--- config.mk ---
export PLATFORM = sky130hd
export DESIGN_NAME = fetch_decode
export DESIGN_NICKNAME = d
export VERILOG_FILES = /design/src/rtl/fetch_decode.sv
export SDC_FILE = /design/constraint.sdc
export NUM_CORES = 1
export LEC_CHECK = 0
export ABC_AREA = 1
export CORE_UTILIZATION = 46
export CTS_CLUSTER_SIZE = 24
export DETAILED_ROUTE_END_ITERATION = 8
export GPL_ROUTABILITY_DRIVEN = 0
export GPL_TIMING_DRIVEN = 0
export PLACE_DENSITY = 0.85
export SYNTH_ARGS = -nofsm -noshare
export SYNTH_HDL_FRONTEND = slang
export SYNTH_SLANG_ARGS = --single-unit
--- constraint.sdc ---
create_clock -name clk -period 4.3 [get_ports clk]
set_input_delay 0.43 -clock clk [delete_from_list [all_inputs] [get_ports clk]]
set_output_delay 0.43 -clock clk [all_outputs]
set_load 0.1 [all_outputs]
--- src/rtl/fetch_decode.sv ---
// Instruction fetch and decode stage for the 9-bit core.
// Holds the PC, drives a synchronous-read instruction memory, latches the
// fetched instruction and presents the register-file address fields and
// write enable. Handles relative branches, stalls and a sticky halt.
module fetch_decode #(
  parameter int PC_W = 8,
  parameter int W    = 9
) (
  input  logic            clk,
  input  logic            rst_n,
  input  logic            start,
  input  logic            stall,
  input  logic            branch_taken,
  output logic [PC_W-1:0] imem_addr,
  input  logic [W-1:0]    imem_data,
  output logic [PC_W-1:0] pc,
  output logic [W-1:0]    instr,
  output logic [2:0]      opcode,
  output logic [3:0]      rs_addr,
  output logic [1:0]      rt_addr,
  output logic [1:0]      rd_addr,
  output logic            write,
  output logic            instr_valid,
  output logic            halted
);

  typedef enum logic [2:0] {
    IDLE  = 3'd0,
    FETCH = 3'd1,
    LOAD  = 3'd2,
    EXEC  = 3'd3,
    HALT  = 3'd4
  } state_t;

  localparam logic [2:0]   OP_STORE   = 3'b110;
  localparam logic [2:0]   OP_BRANCH  = 3'b111;
  localparam logic [W-1:0] HALT_INSTR = W'(9'b111_000000);

  state_t state;
  logic   writes_op;

  // Next PC: signed relative branch when taken with a non-zero offset,
  // otherwise a plain increment. Both wrap modulo 2^PC_W.
  function automatic logic [PC_W-1:0] next_pc(
    input logic [PC_W-1:0] cur,
    input logic [W-1:0]    ins,
    input logic            taken
  );
    logic signed [5:0]      off;
    logic signed [PC_W-1:0] off_ext;
    off     = signed'(ins[5:0]);
    off_ext = {{(PC_W-6){off[5]}}, off};
    if ((ins[W-1 -: 3] == OP_BRANCH) && (off != 6'sd0) && taken)
      return cur + PC_W'(off_ext);
    return cur + PC_W'(1);
  endfunction

  // Control FSM owning pc and the latched instruction; reset clears everything.
  always_ff @(posedge clk) begin
    if (!rst_n) begin
      state <= IDLE;
      pc    <= '0;
      instr <= '0;
    end else begin
      case (state)
        IDLE: begin
          if (start) state <= FETCH;
        end
        FETCH: begin
          state <= LOAD;
        end
        LOAD: begin
          instr <= imem_data;
          state <= EXEC;
        end
        EXEC: begin
          if (!stall) begin
            if (instr == HALT_INSTR) begin
              state <= HALT;
            end else begin
              pc    <= next_pc(pc, instr, branch_taken);
              state <= FETCH;
            end
          end
        end
        HALT: begin
          state <= HALT;
        end
        default: begin
          state <= IDLE;
        end
      endcase
    end
  end

  assign imem_addr   = pc;
  assign opcode      = instr[W-1 -: 3];
  assign rs_addr     = instr[5:2];
  assign rt_addr     = instr[1:0];
  assign rd_addr     = instr[1:0];
  assign instr_valid = (state == EXEC);
  assign halted      = (state == HALT);

  // Register-file write fires only on the final (unstalled) EXEC cycle.
  always_comb begin
    writes_op = (opcode != OP_STORE) && (opcode != OP_BRANCH);
    write     = (state == EXEC) && !stall && writes_op;
  end

endmodule

==> impl_metrics.tcl, run 1 <==
set metrics [dict create \
    status "finished, violations left" \
    violations "DRC" \
    holdWs_ps 518 \
    clk_latency_ps 320 \
    cts.sinks 20 \
    cts_tree "built" \
    dieHeight_um 54.9 \
    synth_area_um2 1290 \
    layout.nets 253 \
    synthTopCellsByArea "dfxtp_1 (31%), buf_4 (11%), nor2_1 (7.3%)" \
    place_hpwl_mm 2.61 \
    endpoint_kind "output pin" \
    vias 1325 \
    max-slew-margin-rel 0.347 \
    synth_top_area_share 0.311 \
    critPathArrivalTime_ps 2330 \
    setup_viol 0 \
    coreArea_um2 2570 \
    io_buffers 52 \
    yosys_warnings 0 \
    total_power_mw 0.750 \
    drc 1 \
    crit_buf_inv 2 \
    critPathLaunchType "flip-flop" \
    crit_required_ps 3870 \
    holdBufCountCts 0 \
    dr.pass1.iters 6 \
    worst_pin_slew_ps 976 \
    finalHoldViolations 0 \
    cts.path.max_buffers 2 \
    finalMaxSlewViolations 0 \
    worstSetupPathType "flip-flop to output pin" \
    synth_cell_types 26 \
    antenna_found_initial 0 \
    ys_seq_area_frac 0.311 \
    syn-num-nets 196 \
    initial_core_util 0.502 \
    p_sw_frac 0.521 \
    path_max_fanout 4 \
    timing.final.crit_share 0.643 \
    grt_use_total 0.239 \
    post-route-util 0.733 \
    intPower_mw 0.359 \
    final_antenna_net_count 0 \
    grt_pass1_wl_mm 5.09 \
    overflow 0 \
    critPathTopFamily "buffers and inverters" \
    post_cts_buffers 0 \
    fillers 213 \
    p_per_area_nw_per_um2 398 \
    max-vdd-ir-drop_mv 0.392 \
    cts-root-buf "clkbuf_4" \
    cts_buffers 3 \
    clk_pin_slew_ps 120 \
    synth_top_area_cell "dfxtp_1" \
    drt_wl_total_mm 3.34 \
    period_minus_slack_ps 2760 \
    wire_per_inst_um 12.7 \
    seqPwrFrac 0.302 \
    rsz0062_at_grt "no" \
    critPathSlowestCell "clkdlybuf4s50_1" \
    syn2layout_area_growth_pct 46.1 \
    ios 53 \
    crit_path_max_incr_delay_ps 1160 \
    die_w_um 54.9 \
    p_leak_nw 0.801 \
    min_path_type "flip-flop to flip-flop" \
    grt_max_degree 12 \
    vias_per_cell 5.06 \
    synthCells 176 \
    grt_pass1_vias 1222 \
    clock_power_share 0.155 \
    yosys_register_bits 20 \
    syn_area_per_cell_um2 7.32 \
    power_frac_comb 0.543 \
    power_switching_mw 0.390 \
    cts_resized 0 \
    crit_chain "nand2_2 > nor2_4 > inv_2 > a211oi_1 > clkdlybuf4s50_1" \
    max_freq_mhz 362 \
    n_antenna_cell 0 \
    fin_setup_tns_ps 0 \
    drtIter0Drc 25 \
    maxCapViolCount 0 \
    htreeDepth 1 \
    clock-skew-final_ps 7.65 \
    floorplan.die_area_um2 3020 \
    placementRows 18 \
    drive_gt1_frac 0.177 \
]
[routing by layer]
layer / GRT usage / up-vias / routed length [um]
met5: 0 / - / 0
met4: 0.0625 / 0 / 30
met3: 0.0656 / 4 / 159
met2: 0.452 / 44 / 1720
met1: 0.258 / 612 / 1430
li1: - / 665 / -
[worst reg2reg max path, delay by kind of cell (launching register included)]
kind	cells	cell delay [ps]
buf+inv	2	110
fa+ha+maj	2	560
compound gates	3	560
simple gates	8	880
flops	1	420
[cell usage in the layout, fill, tap and decap left out, drive strengths merged]
cell | synthesis | routed
clkdlybuf4s50 | 0 | 52
nor2 | 31 | 31
inv | 23 | 23
o21ai | 21 | 21
dfxtp | 20 | 20
buf | 20 | 20
nand2 | 17 | 17
a21oi | 15 | 15
nand3 | 10 | 10
clkbuf | 2 | 6
ha | 5 | 5
xnor2 | 3 | 3
nand4 | 2 | 2
xor2 | 2 | 2
or2 | 1 | 1
a211oi | 1 | 1
o31ai | 1 | 1
a31oi | 1 | 1
fa | 1 | 1
[through the flow]
stage / area (um^2) / setup slack (ps) / cells
final: 1880 / 1540 / 262
after detailed placement: 1850 / 1430 / 258
after global placement: 1850 / 1480 / 258
after global routing: 1880 / 1460 / 262
after floorplan: 1290 / 613 / 176
after CTS: 1880 / 1520 / 262
[logic make-up (layout without fill, tap and decap cells)]
logic type,Yosys count,in the layout,synth area share
XOR/XNOR,5,5,0.0340
adder cells (fa/ha/maj),6,6,0.0641
flip-flops,20,20,0.311
AO/OA/AOI/OAI,39,39,0.165
buffers and inverters,45,101,0.192
AND/OR/NAND/NOR,61,61,0.234
[synthesized netlist by cell type, drive strengths merged]
library cell / n
a211oi: 1
nand4: 2
nand2: 17
xnor2: 3
dfxtp: 20
xor2: 2
fa: 1
nor2: 31
a21oi: 15
inv: 23
nand3: 10
o31ai: 1
o21ai: 21
a31oi: 1
ha: 5
clkbuf: 2
or2: 1
buf: 20
[power by group through the flow]
stage,Combinational [mW],Sequential (mW),Clock (mW)
6_report,0.407,0.226,0.116
5_1_grt,0.424,0.229,0.125
4_1_cts,0.408,0.226,0.116
3_5_place_dp,0.407,0.230,0
3_3_place_gp,0.403,0.230,0
2_1_floorplan,0.216,0.330,0
[registers in the layout, summed over array words and instances, names as in the netlist]
register   flops
imem_addr      8
instr          9
state          3
[final timing paths]
kind | from | end | slack [ps] | depth (start not counted)
max | state[1] | write | 1540 | 5
min reg2reg | instr[2] | instr[2] | 520 | 2
min | instr[2] | instr[2] | 520 | 2
max reg2reg | instr[5] | imem_addr[6] | 1670 | 15
[layout make-up]
type | instances | area (um^2) | share of cell area
repair buffers | 52 | 520 | 0.276
inverters | 23 | 86.3 | 0.0458
clock buffers | 4 | 36.3 | 0.0193
flip-flops and latches | 20 | 400 | 0.213
plain buffers | 22 | 161 | 0.0857
well taps | 30 | 37.5 | 0.0199
multi-input cells | 111 | 641 | 0.340
Note: power is estimated with default switching activity, not from simulation.
==> inputs of run 2 (changes only) <==
CORE_UTILIZATION = 43   (was 46)
PLACE_DENSITY = 0.8   (was 0.85)
clock period = 2.87 ns   (was 4.3 ns; I/O delays follow)
==> impl_metrics.tcl, run 2 (same netlist as run 1, synthesis figures left out) <==
set metrics [dict create \
    status "finished, violations left" \
    violations "DRC" \
    power_frac_comb 0.561 \
    floorplan.die_area_um2 3220 \
    rr_endpoint "imem_addr[6]" \
    power_switching_mw 0.570 \
    largest-register "instr" \
    seqPwrFrac 0.315 \
    drtIter0Drc 38 \
    critPathLaunchType "flip-flop" \
    grt_pass1_vias 1095 \
    layout.nets 253 \
    dieHeight_um 56.7 \
    fillers 262 \
    drc 10 \
    timing.final.crit_share 0.896 \
    cts.path.max_buffers 2 \
    coreArea_um2 2810 \
    place_hpwl_mm 2.34 \
    reg2reg_depth 15 \
    cts_resized 0 \
    syn2layout_area_growth_pct 45.8 \
    endpoint_kind "flip-flop" \
    crit_required_ps 3080 \
    grt_use_total 0.192 \
    max_freq_mhz 389 \
    intPower_mw 0.511 \
    critPathSlowestCell "dfxtp_1" \
    dp_worst_setup_slack_ps 151 \
    fin_setup_tns_ps 0 \
    ios 53 \
    critical_path.startpoint "instr[5]" \
    cp.depth 15 \
    max-vdd-ir-drop_mv 0.333 \
    finalHoldViolations 0 \
    final_common_cell "clkdlybuf4s50_1" \
    critPathArrivalTime_ps 2780 \
    grt_pass1_wl_mm 4.84 \
    vias 1283 \
    clock-skew-final_ps 1.42 \
    worst_pin_slew_ps 996 \
    htreeDepth 1 \
    dr.pass1.iters 6 \
    min_from "instr[3]" \
    p_sw_frac 0.527 \
    p_leak_nw 0.796 \
    post_cts_buffers 0 \
    cts_buffers 3 \
    grt_max_degree 11 \
    clock_power_share 0.123 \
    r2r-start "instr[5]" \
    path_max_fanout 7 \
    die_w_um 56.7 \
    setup_viol 0 \
    p_per_area_nw_per_um2 576 \
    cts-root-buf "clkbuf_4" \
    crit_path_max_incr_delay_ps 410 \
    min_path_type "flip-flop to flip-flop" \
    n_antenna_cell 0 \
    initial_core_util 0.459 \
    rrSetupSlack_ps 300 \
    crit_buf_inv 2 \
    cp_common_cell "nand2_1" \
    critPathTopFamily "simple AND/OR/NAND/NOR gates" \
    rsz0062_at_grt "no" \
    drive_gt1_frac 0.190 \
    wire_per_inst_um 11.2 \
    final_antenna_net_count 0 \
    max-slew-margin-rel 0.334 \
    overflow 0 \
    timing.final.ws_setup_ps 297 \
    cts_tree "built" \
    largest_register_ffs 9 \
    antenna_found_initial 0 \
    placementRows 19 \
    cts.sinks 20 \
    io_buffers 52 \
    layout_common_cells "clkdlybuf4s50_1 (52), nor2_1 (25), inv_1 (21)" \
    clk_pin_slew_ps 110 \
    period_minus_slack_ps 2570 \
    finalMaxSlewViolations 0 \
    drt_wl_total_mm 2.95 \
    holdBufCountCts 0 \
    crit_chain "nor2_2 > nand3_2 > nand2_1 > or2_2 > ha_1 > inv_1 > fa_1 > o21ai_0 > nand2_1 > nand2_1 > o21ai_0 > nand3_1 > nand2_1 > o21ai_1 > inv_1" \
    crit_path_end "imem_addr[6]" \
    maxCapViolCount 0 \
    vias_per_cell 4.90 \
    worstSetupPathType "flip-flop to flip-flop" \
    clk_latency_ps 300 \
]
run 2: cell types whose count changed in the layout (fill, tap and decap cells not counted):
cell	delta
dfxtp_1	-3
clkbuf_8	-1
a211oi_1	-1
dfxtp_2	+3
a211oi_2	+1
run 2: cell type report:
class | instances | area (um^2) | share of cell area
Buffer | 22 | 161 | 0.0859
Clock buffer | 3 | 22.5 | 0.0120
Inverter | 23 | 86.3 | 0.0459
Multi-Input combinational cell | 111 | 646 | 0.344
Sequential cell | 20 | 404 | 0.215
Tap cell | 31 | 38.8 | 0.0206
Timing Repair Buffer | 52 | 520 | 0.277
run 2: power groups by stage:
stage / logic [mW] / clock network (mW) / registers, mW
detailed placement: 0.608 / 0 / 0.348
finish: 0.607 / 0.133 / 0.341
global placement: 0.603 / 0 / 0.346
floorplan: 0.323 / 0 / 0.497
CTS: 0.608 / 0.137 / 0.342
global route: 0.630 / 0.155 / 0.347
run 2: worst register-to-register path: stages, from the launching register on:
cell and delay, ps:
dfxtp_1 410, nor2_2 120, nand3_2 150, nand2_1 180, or2_2 130, ha_1 160
inv_1 60, fa_1 400, o21ai_0 320, nand2_1 80, nand2_1 70, o21ai_0 100
nand3_1 100, nand2_1 50, o21ai_1 110, inv_1 50
run 2: worst min-delay path by stage:
stage          slack (ps)      endpoint  cells after the start
2_1_floorplan         400  imem_addr[3]                      2
3_3_place_gp          500      instr[3]                      2
3_5_place_dp          500      instr[3]                      2
4_1_cts               520      instr[3]                      2
5_1_grt               550      instr[3]                      2
6_report              520      instr[3]                      2
run 2: layer usage:
layer	share of wire	GRT usage
met2	0.48	0.335
met1	0.44	0.237
met4	0.014	0.0662
met3	0.063	0.0323
met5	0	0
run 2: through the flow:
stage                     instances  area (um^2)   util  power, mW  hold WS, ps
after CTS                       262         1880  0.670       1.09          515
final                           262         1880  0.670       1.08          521
after global placement          259         1860  0.662      0.949          496
after detailed placement        259         1860  0.662      0.955          498
after floorplan                 176         1300      -      0.821          398
after global routing            262         1880  0.670       1.13          552
==> inputs of run 3 (changes only) <==
MAX_ROUTING_LAYER = met4   (was unset)
==> impl_metrics.tcl, run 3 (same netlist as run 1, synthesis figures left out) <==
set metrics [dict create \
    status "finished, violations left" \
    violations "DRC" \
    worst_pin_slew_ps 995 \
    cts.sinks 20 \
    largest-register "instr" \
    clock-skew-final_ps 1.56 \
    drt_wl_total_mm 2.95 \
    fin_setup_tns_ps 0 \
    io_buffers 52 \
    cts_resized 0 \
    timing.final.crit_share 0.896 \
    max-vdd-ir-drop_mv 0.334 \
    rrSetupSlack_ps 300 \
    final_antenna_net_count 0 \
    grt_pass1_vias 1091 \
    endpoint_kind "flip-flop" \
    initial_core_util 0.459 \
    min_path_type "flip-flop to flip-flop" \
    finalHoldViolations 0 \
    floorplan.die_area_um2 3220 \
    place_hpwl_mm 2.34 \
    clk_pin_slew_ps 110 \
    post_cts_buffers 0 \
    die_w_um 56.7 \
    crit_required_ps 3080 \
    period_minus_slack_ps 2570 \
    layout.nets 253 \
    r2r-start "instr[5]" \
    max-slew-margin-rel 0.334 \
    finalMaxSlewViolations 0 \
    htreeDepth 1 \
    setup_viol 0 \
    cts_buffers 3 \
    p_leak_nw 0.796 \
    n_antenna_cell 0 \
    wire_per_inst_um 11.3 \
    grt_use_total 0.198 \
    vias 1283 \
    coreArea_um2 2810 \
    placed_area_um2 1860 \
    maxCapViolCount 0 \
    largest_register_ffs 9 \
    grt_pass1_wl_mm 4.85 \
    critical_path.startpoint "instr[5]" \
    critPathLaunchType "flip-flop" \
    layout_common_cells "clkdlybuf4s50_1 (52), nor2_1 (25), inv_1 (21)" \
    ios 53 \
    overflow 0 \
    antenna_found_initial 0 \
    max_freq_mhz 389 \
    critPathArrivalTime_ps 2780 \
    path_max_fanout 7 \
    p_per_area_nw_per_um2 576 \
    rsz0062_at_grt "no" \
    drive_gt1_frac 0.190 \
    placementRows 19 \
    final_common_cell "clkdlybuf4s50_1" \
    stdcell_area_um2 1880 \
    fillers 262 \
    min_from "instr[3]" \
    cts.path.max_buffers 2 \
    dr.pass1.iters 6 \
    syn2layout_area_growth_pct 45.8 \
    clk_latency_ps 300 \
    total_power_mw 1.08 \
    grt_max_degree 11 \
    seqCellArea_um2 404 \
    cts_tree "built" \
    vias_per_cell 4.90 \
    drtIter0Drc 39 \
    worstSetupPathType "flip-flop to flip-flop" \
    multi_input_area_um2 646 \
    holdBufCountCts 0 \
    drc 10 \
    holdWs_ps 522 \
    dieHeight_um 56.7 \
    cts-root-buf "clkbuf_4" \
]
[run 3: cell counts in the layout (fill, tap and decap cells not counted)]
Identical to the previous run, type by type.
[run 3: layout make-up]
type                            instances  area share
Buffer                                 22      0.0859
Clock buffer                            3      0.0120
Inverter                               23      0.0459
Multi-Input combinational cell        111       0.344
Sequential cell                        20       0.215
Tap cell                               31      0.0206
Timing Repair Buffer                   52       0.277
[run 3: where the power goes]
group	internal, mW	switching (mW)	total (mW)
registers	0.305	0.0357	0.341
clock network	0.0489	0.0851	0.134
logic	0.157	0.450	0.607
[run 3: routing by layer]
| metal | track usage | vias up | wire length, um |
|---|---|---|---|
| li1 | - | 663 | - |
| met1 | 0.238 | 569 | 1320 |
| met2 | 0.335 | 44 | 1410 |
| met3 | 0.0323 | 7 | 183 |
| met4 | 0.0662 | 0 | 38 |
| met5 | - | - | 0 |
[run 3: worst paths after layout]
| kind | endpoint | depth (start not counted) |
|---|---|---|
| worst max register to register | imem_addr[6] | 15 |
| worst min register to register | instr[3] | 2 |
| worst min-delay path | instr[3] | 2 |
| worst max-delay path | imem_addr[6] | 15 |
[run 3: metrics by stage]
stage	utilization	instances	setup WS (ps)
global placement	0.662	259	224
global route	0.670	262	47.1
finish	0.670	262	297
detailed placement	0.662	259	151
CTS	0.670	262	277
floorplan	-	176	24.6
[run 3: worst max-delay path: stages, from the launching register on]
cell     delay (ps)
dfxtp_1         410
nor2_2          120
nand3_2         150
nand2_1         180
or2_2           130
ha_1            160
inv_1            60
fa_1            400
o21ai_0         320
nand2_1          80
nand2_1          70
o21ai_0         100
nand3_1         100
nand2_1          50
o21ai_1         110
inv_1            50
